### config.mk
export PLATFORM = sky130hd
export DESIGN_NAME = memory_stage_hs
export DESIGN_NICKNAME = d
export VERILOG_FILES = /design/src/rtl/definitions_pkg.sv /design/src/rtl/memory_stage_hs_align.sv /design/src/rtl/memory_stage_hs.sv
export SDC_FILE = /design/constraint.sdc
export NUM_CORES = 1
export LEC_CHECK = 0
export CAP_MARGIN = 0
export CORE_AREA = 4 4 146 148
export DETAILED_ROUTE_END_ITERATION = 6
export DIE_AREA = 0 0 150 152
export GPL_ROUTABILITY_DRIVEN = 0
export PLACE_DENSITY_LB_ADDON = 0.3
export SETUP_SLACK_MARGIN = 0.3
export SYNTH_ARGS = -nofsm -noshare
export SYNTH_HDL_FRONTEND = slang
export SYNTH_SLANG_ARGS = --single-unit
export TNS_END_PERCENT = 30
### constraint.sdc
create_clock -name clk_i -period 6.3 [get_ports clk_i]
set_clock_uncertainty 0.15 [all_clocks]
set_input_delay 0.63 -clock clk_i [delete_from_list [all_inputs] [get_ports clk_i]]
set_output_delay 0.63 -clock clk_i [all_outputs]
set_load 0.1 [all_outputs]
### src/rtl/definitions_pkg.sv
// Shared core definitions: register names, data-memory access sizes and memory-stage states.
package definitions_pkg;

    localparam int CORE_XLEN = 32;

    typedef logic [CORE_XLEN-1:0] word_st;

    typedef enum logic [4:0] {
        REG_ZERO, REG_RA, REG_SP, REG_GP, REG_TP, REG_T0, REG_T1, REG_T2,
        REG_S0, REG_S1, REG_A0, REG_A1, REG_A2, REG_A3, REG_A4, REG_A5,
        REG_A6, REG_A7, REG_S2, REG_S3, REG_S4, REG_S5, REG_S6, REG_S7,
        REG_S8, REG_S9, REG_S10, REG_S11, REG_T3, REG_T4, REG_T5, REG_T6
    } reg_e;

    typedef enum logic [1:0] {
        MEM_B = 2'b00,
        MEM_H = 2'b01,
        MEM_W = 2'b10,
        MEM_D = 2'b11
    } mem_size_e;

    typedef enum logic [1:0] {
        MS_IDLE,
        MS_WAIT,
        MS_DRAIN
    } mem_state_e;

    // Byte-lane mask for an access size; callers keep the low NBYTES bits.
    function automatic logic [7:0] size_mask(input mem_size_e size);
        case (size)
            MEM_B:   size_mask = 8'h01;
            MEM_H:   size_mask = 8'h03;
            MEM_W:   size_mask = 8'h0F;
            default: size_mask = 8'hFF;
        endcase
    endfunction

endpackage

### src/rtl/memory_stage_hs_align.sv
// Combinational byte-lane steering: store enables/data towards memory and
// load extraction with sign/zero extension back into the pipeline.
module mem_lane_align
    import definitions_pkg::*;
#(
    parameter  int XLEN   = 32,
    localparam int NBYTES = XLEN / 8,
    localparam int OFF_W  = $clog2(NBYTES)
) (
    input  mem_size_e         size,
    input  logic              sign_ext,
    input  logic [OFF_W-1:0]  off,
    input  logic [XLEN-1:0]   store_data,
    input  logic [XLEN-1:0]   load_data,
    output logic [NBYTES-1:0] be,
    output logic [XLEN-1:0]   wdata,
    output logic [XLEN-1:0]   load_ext
);

    logic [7:0]        mask_full;
    logic [NBYTES-1:0] mask;
    logic [XLEN-1:0]   repl;
    logic [XLEN-1:0]   shifted;
    logic [OFF_W+2:0]  shamt;
    logic              msb;

    always_comb begin
        mask_full = size_mask(size);
        mask      = mask_full[NBYTES-1:0];
        shamt     = {off, 3'b000};
        be        = mask << off;

        case (size)
            MEM_B:   repl = {NBYTES{store_data[7:0]}};
            MEM_H:   repl = {(NBYTES/2){store_data[15:0]}};
            MEM_W:   repl = {(NBYTES/4){store_data[31:0]}};
            default: repl = store_data;
        endcase
        wdata = repl << shamt;

        shifted = load_data >> shamt;
        case (size)
            MEM_B:   msb = shifted[7];
            MEM_H:   msb = shifted[15];
            MEM_W:   msb = shifted[31];
            default: msb = shifted[XLEN-1];
        endcase

        // Lanes outside the access size are filled with the extension bit.
        load_ext = '0;
        for (int i = 0; i < NBYTES; i++) begin
            load_ext[8*i +: 8] = mask[i] ? shifted[8*i +: 8] : {8{sign_ext & msb}};
        end
    end

endmodule

### src/rtl/memory_stage_hs.sv
// Pipeline memory stage with a valid/ready data-memory port and the MEM/WB register.
// MEMORY_STAGE_MISALIGN_TRAP_EN: misaligned accesses are suppressed and flagged on misalign_mw_o.
module memory_stage_hs
    import definitions_pkg::*;
#(
    parameter  int XLEN   = 32,
    parameter  int ADDR_W = 32,
    localparam int NBYTES = XLEN / 8
) (
    input  logic              clk_i,
    input  logic              rst_i,
    input  logic              valid_mr_i,
    input  logic              mem_read_mr_i,
    input  logic              mem_write_mr_i,
    input  logic              data_memory_sign_mr_i,
    input  logic [1:0]        data_memory_size_mr_i,
    input  logic [XLEN-1:0]   rs2_d_mr_i,
    input  logic [XLEN-1:0]   alu_result_mr_i,
    input  logic [XLEN-1:0]   pc_next_4_mr_i,
    input  logic [XLEN-1:0]   pc_next_imm_mr_i,
    input  reg_e              rd_a_mr_i,
    input  logic              kill_mr_i,
    output logic              dmem_req_valid_o,
    input  logic              dmem_req_ready_i,
    output logic              dmem_we_o,
    output logic [ADDR_W-1:0] dmem_addr_o,
    output logic [NBYTES-1:0] dmem_be_o,
    output logic [XLEN-1:0]   dmem_wdata_o,
    input  logic              dmem_resp_valid_i,
    input  logic [XLEN-1:0]   dmem_rdata_i,
    output logic              stall_mr_o,
    output logic              valid_mw_o,
    output logic [XLEN-1:0]   alu_result_mw_o,
    output logic [XLEN-1:0]   read_data_sized_mw_o,
    output logic [XLEN-1:0]   pc_next_4_mw_o,
    output logic [XLEN-1:0]   pc_next_imm_mw_o,
`ifdef MEMORY_STAGE_MISALIGN_TRAP_EN
    output logic              misalign_mw_o,
`endif
    output reg_e              rd_a_mw_o
);

    localparam int OFF_W = $clog2(NBYTES);

    mem_state_e        state;
    mem_state_e        state_next;
    mem_size_e         size;
    logic [7:0]        align_full;
    logic [OFF_W-1:0]  off_raw;
    logic [OFF_W-1:0]  off;
    logic [ADDR_W-1:0] addr_full;
    logic              mem_op;
    logic              access;
    logic              req_valid;
    logic              stall;
    logic              load_done;
    logic [NBYTES-1:0] be;
    logic [XLEN-1:0]   wdata;
    logic [XLEN-1:0]   load_ext;
`ifdef MEMORY_STAGE_MISALIGN_TRAP_EN
    logic              misalign;
`endif

    assign size      = mem_size_e'(data_memory_size_mr_i);
    assign addr_full = ADDR_W'(alu_result_mr_i);
    assign off_raw   = alu_result_mr_i[OFF_W-1:0];
    assign mem_op    = valid_mr_i & (mem_read_mr_i | mem_write_mr_i) & ~kill_mr_i;

    always_comb begin
        case (size)
            MEM_B:   align_full = 8'h00;
            MEM_H:   align_full = 8'h01;
            MEM_W:   align_full = 8'h03;
            default: align_full = 8'h07;
        endcase
    end

    assign off = off_raw & ~align_full[OFF_W-1:0];

`ifdef MEMORY_STAGE_MISALIGN_TRAP_EN
    assign misalign = |(off_raw & align_full[OFF_W-1:0]);
    assign access   = mem_op & ~misalign;
`else
    assign access   = mem_op;
`endif

    mem_lane_align #(.XLEN(XLEN)) u_align (
        .size       (size),
        .sign_ext   (data_memory_sign_mr_i),
        .off        (off),
        .store_data (rs2_d_mr_i),
        .load_data  (dmem_rdata_i),
        .be         (be),
        .wdata      (wdata),
        .load_ext   (load_ext)
    );

    always_ff @(posedge clk_i or posedge rst_i) begin
        if (rst_i) state <= MS_IDLE;
        else       state <= state_next;
    end

    // A request is only offered from IDLE; a kill during WAIT must still swallow the response.
    always_comb begin
        state_next = state;
        req_valid  = 1'b0;
        case (state)
            MS_IDLE: begin
                req_valid = access;
                if (access && dmem_req_ready_i) state_next = MS_WAIT;
            end
            MS_WAIT: begin
                if (dmem_resp_valid_i)  state_next = MS_IDLE;
                else if (kill_mr_i)     state_next = MS_DRAIN;
            end
            MS_DRAIN: begin
                if (dmem_resp_valid_i)  state_next = MS_IDLE;
            end
            default: state_next = MS_IDLE;
        endcase
    end

    assign stall     = (access & ~((state == MS_WAIT) & dmem_resp_valid_i)) | (state == MS_DRAIN);
    assign load_done = access & mem_read_mr_i & (state == MS_WAIT) & dmem_resp_valid_i;

    assign dmem_req_valid_o = req_valid & ~rst_i;
    assign dmem_we_o        = mem_write_mr_i & ~rst_i;
    assign dmem_addr_o      = rst_i ? '0 : {addr_full[ADDR_W-1:OFF_W], {OFF_W{1'b0}}};
    assign dmem_be_o        = rst_i ? '0 : be;
    assign dmem_wdata_o     = rst_i ? '0 : wdata;
    assign stall_mr_o       = stall & ~rst_i;

    // Bubbles clear only valid/rd so downstream forwarding never sees a stale destination.
    always_ff @(posedge clk_i or posedge rst_i) begin
        if (rst_i) begin
            valid_mw_o           <= 1'b0;
            alu_result_mw_o      <= '0;
            read_data_sized_mw_o <= '0;
            pc_next_4_mw_o       <= '0;
            pc_next_imm_mw_o     <= '0;
            rd_a_mw_o            <= REG_ZERO;
`ifdef MEMORY_STAGE_MISALIGN_TRAP_EN
            misalign_mw_o        <= 1'b0;
`endif
        end else if (stall || kill_mr_i) begin
            valid_mw_o           <= 1'b0;
            rd_a_mw_o            <= REG_ZERO;
`ifdef MEMORY_STAGE_MISALIGN_TRAP_EN
            misalign_mw_o        <= 1'b0;
        end else if (mem_op && misalign) begin
            valid_mw_o           <= 1'b0;
            rd_a_mw_o            <= REG_ZERO;
            misalign_mw_o        <= 1'b1;
`endif
        end else begin
            valid_mw_o           <= valid_mr_i;
            alu_result_mw_o      <= alu_result_mr_i;
            read_data_sized_mw_o <= load_done ? load_ext : '0;
            pc_next_4_mw_o       <= pc_next_4_mr_i;
            pc_next_imm_mw_o     <= pc_next_imm_mr_i;
            rd_a_mw_o            <= rd_a_mr_i;
`ifdef MEMORY_STAGE_MISALIGN_TRAP_EN
            misalign_mw_o        <= 1'b0;
`endif
        end
    end

endmodule

==> flow_summary_export.csv, run 1 <==
group,metric,value,unit
floorplanning,die_y,152,um
global_routing,grt_overflow,0,
finish,final_layout_size_suffix_gt1_share,7.93,%
floorplanning,die_area,22800,um2
routing,drt_iter0_drc,173,
global_routing,grt_pass1_wl,33300,um
finish,syn_to_final_growth,72.0,%
finish,fill_cells,1797,
synthesis,ys_top_cells_by_area,"dfrtp_1 (54%), mux2_1 (16%), nor2b_1 (3.6%), a21oi_1 (2.7%), a221o_1 (2.6%)",
clock_network,clockRootBuffer,"clkbuf_16",
place,port-buffer-count,378,
flow_run,max_cap_viol_count,0,
power_and_ir_drop,p_per_area,331,nW/um2
global_routing,grt_max_degree,68,
synthesis,ys_seq_area_share,54.2,%
global_routing,antenna_found_initial,0,
critical_path,worst_ep_arrival_time,3960,ps
sta,setup_viol,0,
synthesis,ys_warn_count,0,
critical_path,cp_data_required_time,5520,ps
routing,wl_per_cell,18.9,um
sta,tns,0,ps
routing,routed_via_density,4.67,
critical_path,worstSetupPathType,"in2out",
clock_network,htree_levels,4,
synthesis,ys_ff_latch,136,
clock_network,cts_max_path_buffers,2,
sta,max_freq,211,MHz
synthesis,ys.flop_type,"dfrtp_1",
global_routing,grt_use_total,18.8,%
finish,final_area,10800,um2
finish,postLayoutCoreUtil,53.9,%
floorplanning,core_area,20000,um2
floorplanning,row_count,52,
sta,worst_pin_slew,1050,ps
power_and_ir_drop,peakVddDrop,0.214,mV
critical_path,critPathLaunchType,"input port",
power_and_ir_drop,p_leak,4.51,nW
routing,antenna_left,0,
synthesis,syn_inst,501,
sta,drv_slew,0,
global_routing,grt_pass1_vias,5793,
synthesis,synth_edf_count,0,
clock_network,cts_made_buffers,17,
clock_network,cts_hold_buf,0,
critical_path,path_max_fanout,14,
floorplanning,start_util,31.3,%
global_routing,grt_use_met3,5.75,%
sta,hold_ws,321,ps
global_routing,met2_usage,32.2,%
routing,route.final.wire_length,21800,um
sta,rsz0062_at_grt,"no",
place,hpwl,16600,um
finish,final_cells,1153,
place,dpl.cell_count,1121,
synthesis,synth.top_cell.area_share,54.2,%
routing,drc,0,
clock_network,clkLatencyLatePin,410,ps
finish,fin_nets,1046,
finish,multi_input_area,2610,um2
sta,slew_headroom,29.5,%
critical_path,end_kind,"output port",
global_routing,use_met1,22.2,%
clock_network,clk_pin_slew,60,ps
routing,vias,5384,
place,place_area,10200,um2
sta,finalCriticalPeriod,4740,ps
clock_network,cts.sinks,136,
synthesis,synth_cell_types,40,
synthesis,yosys.area.top_type,"dfrtp_1",
place,dp_slack,1590,ps
finish,diodes,0,
synthesis,netlist_area,6280,um2
clock_network,cts_setup_buffers,0,
run_status,outcome,"finished clean",
floorplanning,die_w,150,um
floorplanning,io-pin-count,381,
power_and_ir_drop,fin_total_pwr,3.58,mW
worst_hold_path,hold_class,"reg2reg",
sta,hold_viol_final,0,
clock_network,cts_tree,"yes",
synthesis,avgSynthCellArea,12.5,um2
global_routing,grt-busiest-layer,"met2",
sta,setup_slack,1560,ps
routing,dr.pass1.iters,4,
synthesis,synth-async-reset-ratio,100,%
sta,post-route-period-util,75.3,%
finish,regArea,3400,um2
clock_network,cts_resized,0,
Yosys cell counts, types with 5 or more instances:
master    instances
nor2_1           24
a21oi_1          34
mux4_2            7
a221o_1          16
nor2b_1          36
mux2_1           88
buf_2            10
a22o_1            8
nand2_1          38
mux2i_1          12
mux2_2            8
dfrtp_1         136
buf_6            14
nand3_1           5
a211o_1           8
clkbuf_1          9
and2_1           16
logic make-up (layout without fill, tap and decap cells):
logic type,after synthesis,after routing,synth area share (%)
DFF,136,136,54.2
buffers and inverters,39,420,4.33
other,1,2,0.0598
AOI/OAI and AO/OA,73,73,8.57
muxes,115,115,21.7
and+or+nand+nor,137,137,11.2
routing by layer:
metal | wire [um] | part of all wire, % | vias up
met1 | 8590 | 39 | 2633
li1 | - | - | 2519
met4 | 541 | 2.5 | 0
met2 | 11000 | 51 | 199
met3 | 1590 | 7.3 | 33
met5 | 0 | 0 | -
path summary, 6_finish.rpt:
check                      slack [ps]  depth (start not counted)                                    to                     start
max                              1560                          7                      dmem_wdata_o[18]  data_memory_size_mr_i[1]
min                               320                          1                  state[0]$_DFFE_PP0P_      state[1]$_DFFE_PP0P_
max reg2reg                      3400                          5      pc_next_imm_mw_o[25]$_DFFE_PP0N_      state[0]$_DFFE_PP0P_
min reg2reg                       320                          1                  state[0]$_DFFE_PP0P_      state[1]$_DFFE_PP0P_
max in group asynchronous        4270                          4      pc_next_imm_mw_o[27]$_DFFE_PP0N_                     rst_i
min in group asynchronous         590                          3  read_data_sized_mw_o[11]$_DFFE_PP0N_                     rst_i
cell usage in the layout, fill, tap and decap left out, drive strengths merged, types with 3 or more instances in the layout:
cell type / instances
nor2b: 36
nor3: 4
o21ai: 3
buf: 12
a22o: 8
mux2: 96
and2: 16
a211o: 8
clkbuf: 17
nor2: 25
a21oi: 34
nand3: 5
mux2i: 12
nand2: 40
mux4: 7
clkinv: 4
clkdlybuf4s50: 373
inv: 9
clkinvlp: 3
dfrtp: 136
a221o: 16
sequential cells by signal, indices dropped and copies added (netlist names):
name	flops
valid_mw_o	1
pc_next_4_mw_o	32
read_data_sized_mw_o	32
state	2
alu_result_mw_o	32
pc_next_imm_mw_o	32
rd_a_mw_o	5
report_power, final:
part	internal (mW)	switching [mW]	total, mW
Clock	0.601	0.431	1.03
Sequential	0.972	0.0484	1.02
Combinational	0.389	1.14	1.52
area by class of cell:
| class | instances | share of cell area (%) |
|---|---|---|
| timing repair buffer | 385 | 35.4 |
| sequential | 136 | 31.5 |
| multi-input combinational | 327 | 24.2 |
| clock buffer | 17 | 3.94 |
| tap | 270 | 3.13 |
| clock inverter | 15 | 1.70 |
| inverter | 3 | 0.139 |
critical path: stages:
cell and delay [ps]:
clkdlybuf4s50_1 700, nor2_1 680, and2_1 520, nand2_1 220
nand3_1 140, a21oi_1 70, clkdlybuf4s50_1 1000
(Power assumes the default switching activity.)
==> inputs of run 2 (changes only) <==
==> constraint.sdc (replaced) <==
create_clock -name clk_i -period 4.4 [get_ports clk_i]
set_clock_uncertainty 0.15 [all_clocks]
set_input_delay 0.44 -clock clk_i [delete_from_list [all_inputs] [get_ports clk_i]]
set_output_delay 0.44 -clock clk_i [all_outputs]
set_load 0.1 [all_outputs]
==> run 2 against run 1 <==
Compared with the run above: via count about the same; global-route usage fell by 0.26 points; worst setup slack got worse by 620 ps; design area is 0.89% higher; critical path depth did not move; critical path type unchanged; critical endpoint is now dmem_wdata_o[1]; highest routed layer unchanged.
==> flow_summary_export.csv, run 2 (synthesized netlist as in run 1, its figures left out) <==
group,metric,value,unit
sta,rsz0062_at_grt,"no",
critical_path,r2r_slack,1970,ps
routing,antenna_left,0,
finish,fin_nets,1047,
clock_network,clkLatencyLatePin,410,ps
power_and_ir_drop,p_leak,4.62,nW
floorplanning,io-pin-count,381,
sta,max_freq,289,MHz
sta,hold_viol_final,0,
power_and_ir_drop,p_per_area,462,nW/um2
finish,postLayoutCoreUtil,54.3,%
clock_network,cts_max_path_buffers,2,
routing,vias,5382,
global_routing,grt_pass1_vias,5636,
routing,routed_via_density,4.66,
finish,final_layout_size_suffix_gt1_share,12.4,%
global_routing,grt_pass1_wl,32900,um
worst_hold_path,min_delay_path_depth,1,
floorplanning,core_area,20000,um2
sta,setup_viol,0,
routing,drt_iter0_drc,189,
clock_network,cts_hold_buf,0,
critical_path,critical-path-max-stage-delay,960,ps
floorplanning,start_util,31.3,%
routing,route.final.wire_length,21700,um
routing,wl_per_cell,18.8,um
clock_network,cts_setup_buffers,0,
clock_network,htree_levels,4,
global_routing,grt_max_degree,73,
critical_path,timing.rr.start,"state[0]$_DFFE_PP0P_",
critical_path,end_kind,"output port",
critical_path,path_max_fanout,19,
place,port-buffer-count,378,
critical_path,critPathLaunchType,"input port",
finish,syn_to_final_growth,73.5,%
place,hpwl,16900,um
floorplanning,die_area,22800,um2
floorplanning,die_y,152,um
critical_path,cp_cell_sequence,"clkdlybuf4s50_1 > inv_2 > nand2_2 > nand2_2 > nor2_4 > and2_1 > buf_12",
critical_path,cp_slowest_cell,"clkdlybuf4s50_1",
sta,post-route-period-util,78.5,%
power_and_ir_drop,peakVddDrop,0.295,mV
floorplanning,die_w,150,um
clock_network,cts_resized,0,
sta,slew_headroom,28.7,%
critical_path,worst_ep_arrival_time,2870,ps
run_status,outcome,"finished clean",
power_and_ir_drop,fin_total_pwr,5.04,mW
global_routing,grt_overflow,0,
finish,mostFrequentLayoutCell,"clkdlybuf4s50_1",
clock_network,cts_made_buffers,17,
critical_path,crit_start,"data_memory_size_mr_i[1]",
worst_hold_path,hold_class,"reg2reg",
finish,fill_cells,1833,
clock_network,cts_tree,"yes",
global_routing,grt_use_total,18.5,%
global_routing,antenna_found_initial,1,
floorplanning,row_count,52,
critical_path,critPathMostFrequentCell,"nand2_2",
routing,drc,0,
clock_network,clockRootBuffer,"clkbuf_16",
critical_path,rr_worst_depth,5,
sta,worst_pin_slew,1070,ps
clock_network,cts.sinks,136,
routing,dr.pass1.iters,5,
critical_path,worstSetupPathType,"in2out",
flow_run,max_cap_viol_count,0,
sta,finalCriticalPeriod,3460,ps
critical_path,cp_data_required_time,3810,ps
critical_path,r2r-end,"pc_next_imm_mw_o[15]$_DFFE_PP0N_",
clock_network,clk_pin_slew,60,ps
critical_path,crit_path_end,"dmem_wdata_o[1]",
sta,drv_slew,0,
finish,final_cell_mix,"clkdlybuf4s50_1 (339), dfrtp_1 (136), mux2_1 (88)",
run 2: cell types whose count changed in the layout (fill, tap and decap cells not counted), sizes merged:
cell and change:
bufinv -2, clkdlybuf4s50 -34, diode +1, buf +35, clkinvlp +1, clkinv -2, clkbuf +1, inv +2
run 2: stage by stage:
step / std cells / TNS, ps / hold slack (ps) / area (um2) / setup WS, ps
2_1_floorplan: 502 / -183 / 290 / 6300 / -22.8
3_3_place_gp: 1122 / 0 / 318 / 10300 / 1000
3_5_place_dp: 1122 / 0 / 328 / 10300 / 956
4_1_cts: 1154 / 0 / 345 / 10900 / 949
5_1_grt: 1155 / 0 / 349 / 10900 / 736
6_report: 1155 / 0 / 338 / 10900 / 944
run 2: layout make-up:
class / count / area, um2 / area share (%)
inverters: 3 / 15.0 / 0.138
multi-input cells: 327 / 2630 / 24.1
clock inverters: 14 / 131 / 1.21
repair buffers: 386 / 3940 / 36.2
flip-flops and latches: 136 / 3400 / 31.3
well taps: 270 / 338 / 3.10
clock buffers: 18 / 429 / 3.94
diodes: 1 / 2.50 / 0.0230
run 2: worst min-delay path by stage:
| stage | start | endpoint | slack (ps) |
|---|---|---|---|
| after detailed placement | read_data_sized_mw_o[11]$_DFFE_PP0N_ | read_data_sized_mw_o[11]$_DFFE_PP0N_ | 330 |
| after floorplan | state[1]$_DFFE_PP0P_ | state[0]$_DFFE_PP0P_ | 290 |
| after global placement | state[1]$_DFFE_PP0P_ | state[0]$_DFFE_PP0P_ | 320 |
| after global routing | pc_next_4_mw_o[18]$_DFFE_PP0N_ | pc_next_4_mw_o[18]$_DFFE_PP0N_ | 350 |
| after CTS | alu_result_mw_o[28]$_DFFE_PP0N_ | alu_result_mw_o[28]$_DFFE_PP0N_ | 340 |
| final | alu_result_mw_o[28]$_DFFE_PP0N_ | alu_result_mw_o[28]$_DFFE_PP0N_ | 340 |
run 2: worst max-delay path, delay by kind of cell:
| kind | cells | cell delay (ps) |
|---|---|---|
| buffers and inverters | 3 | 1330 |
| and+or+nand+nor | 4 | 1080 |
run 2: layer usage:
metal,wire [um],GRT usage [%]
met5,0,0
met4,277,5.23
met3,1790,5.48
met2,10900,31.4
met1,8700,22.8
run 2: report_power, final:
part | total, mW | switching (mW) | internal, mW
Clock | 1.37 | 0.619 | 0.749
Sequential | 1.46 | 0.0703 | 1.39
Combinational | 2.21 | 1.63 | 0.576
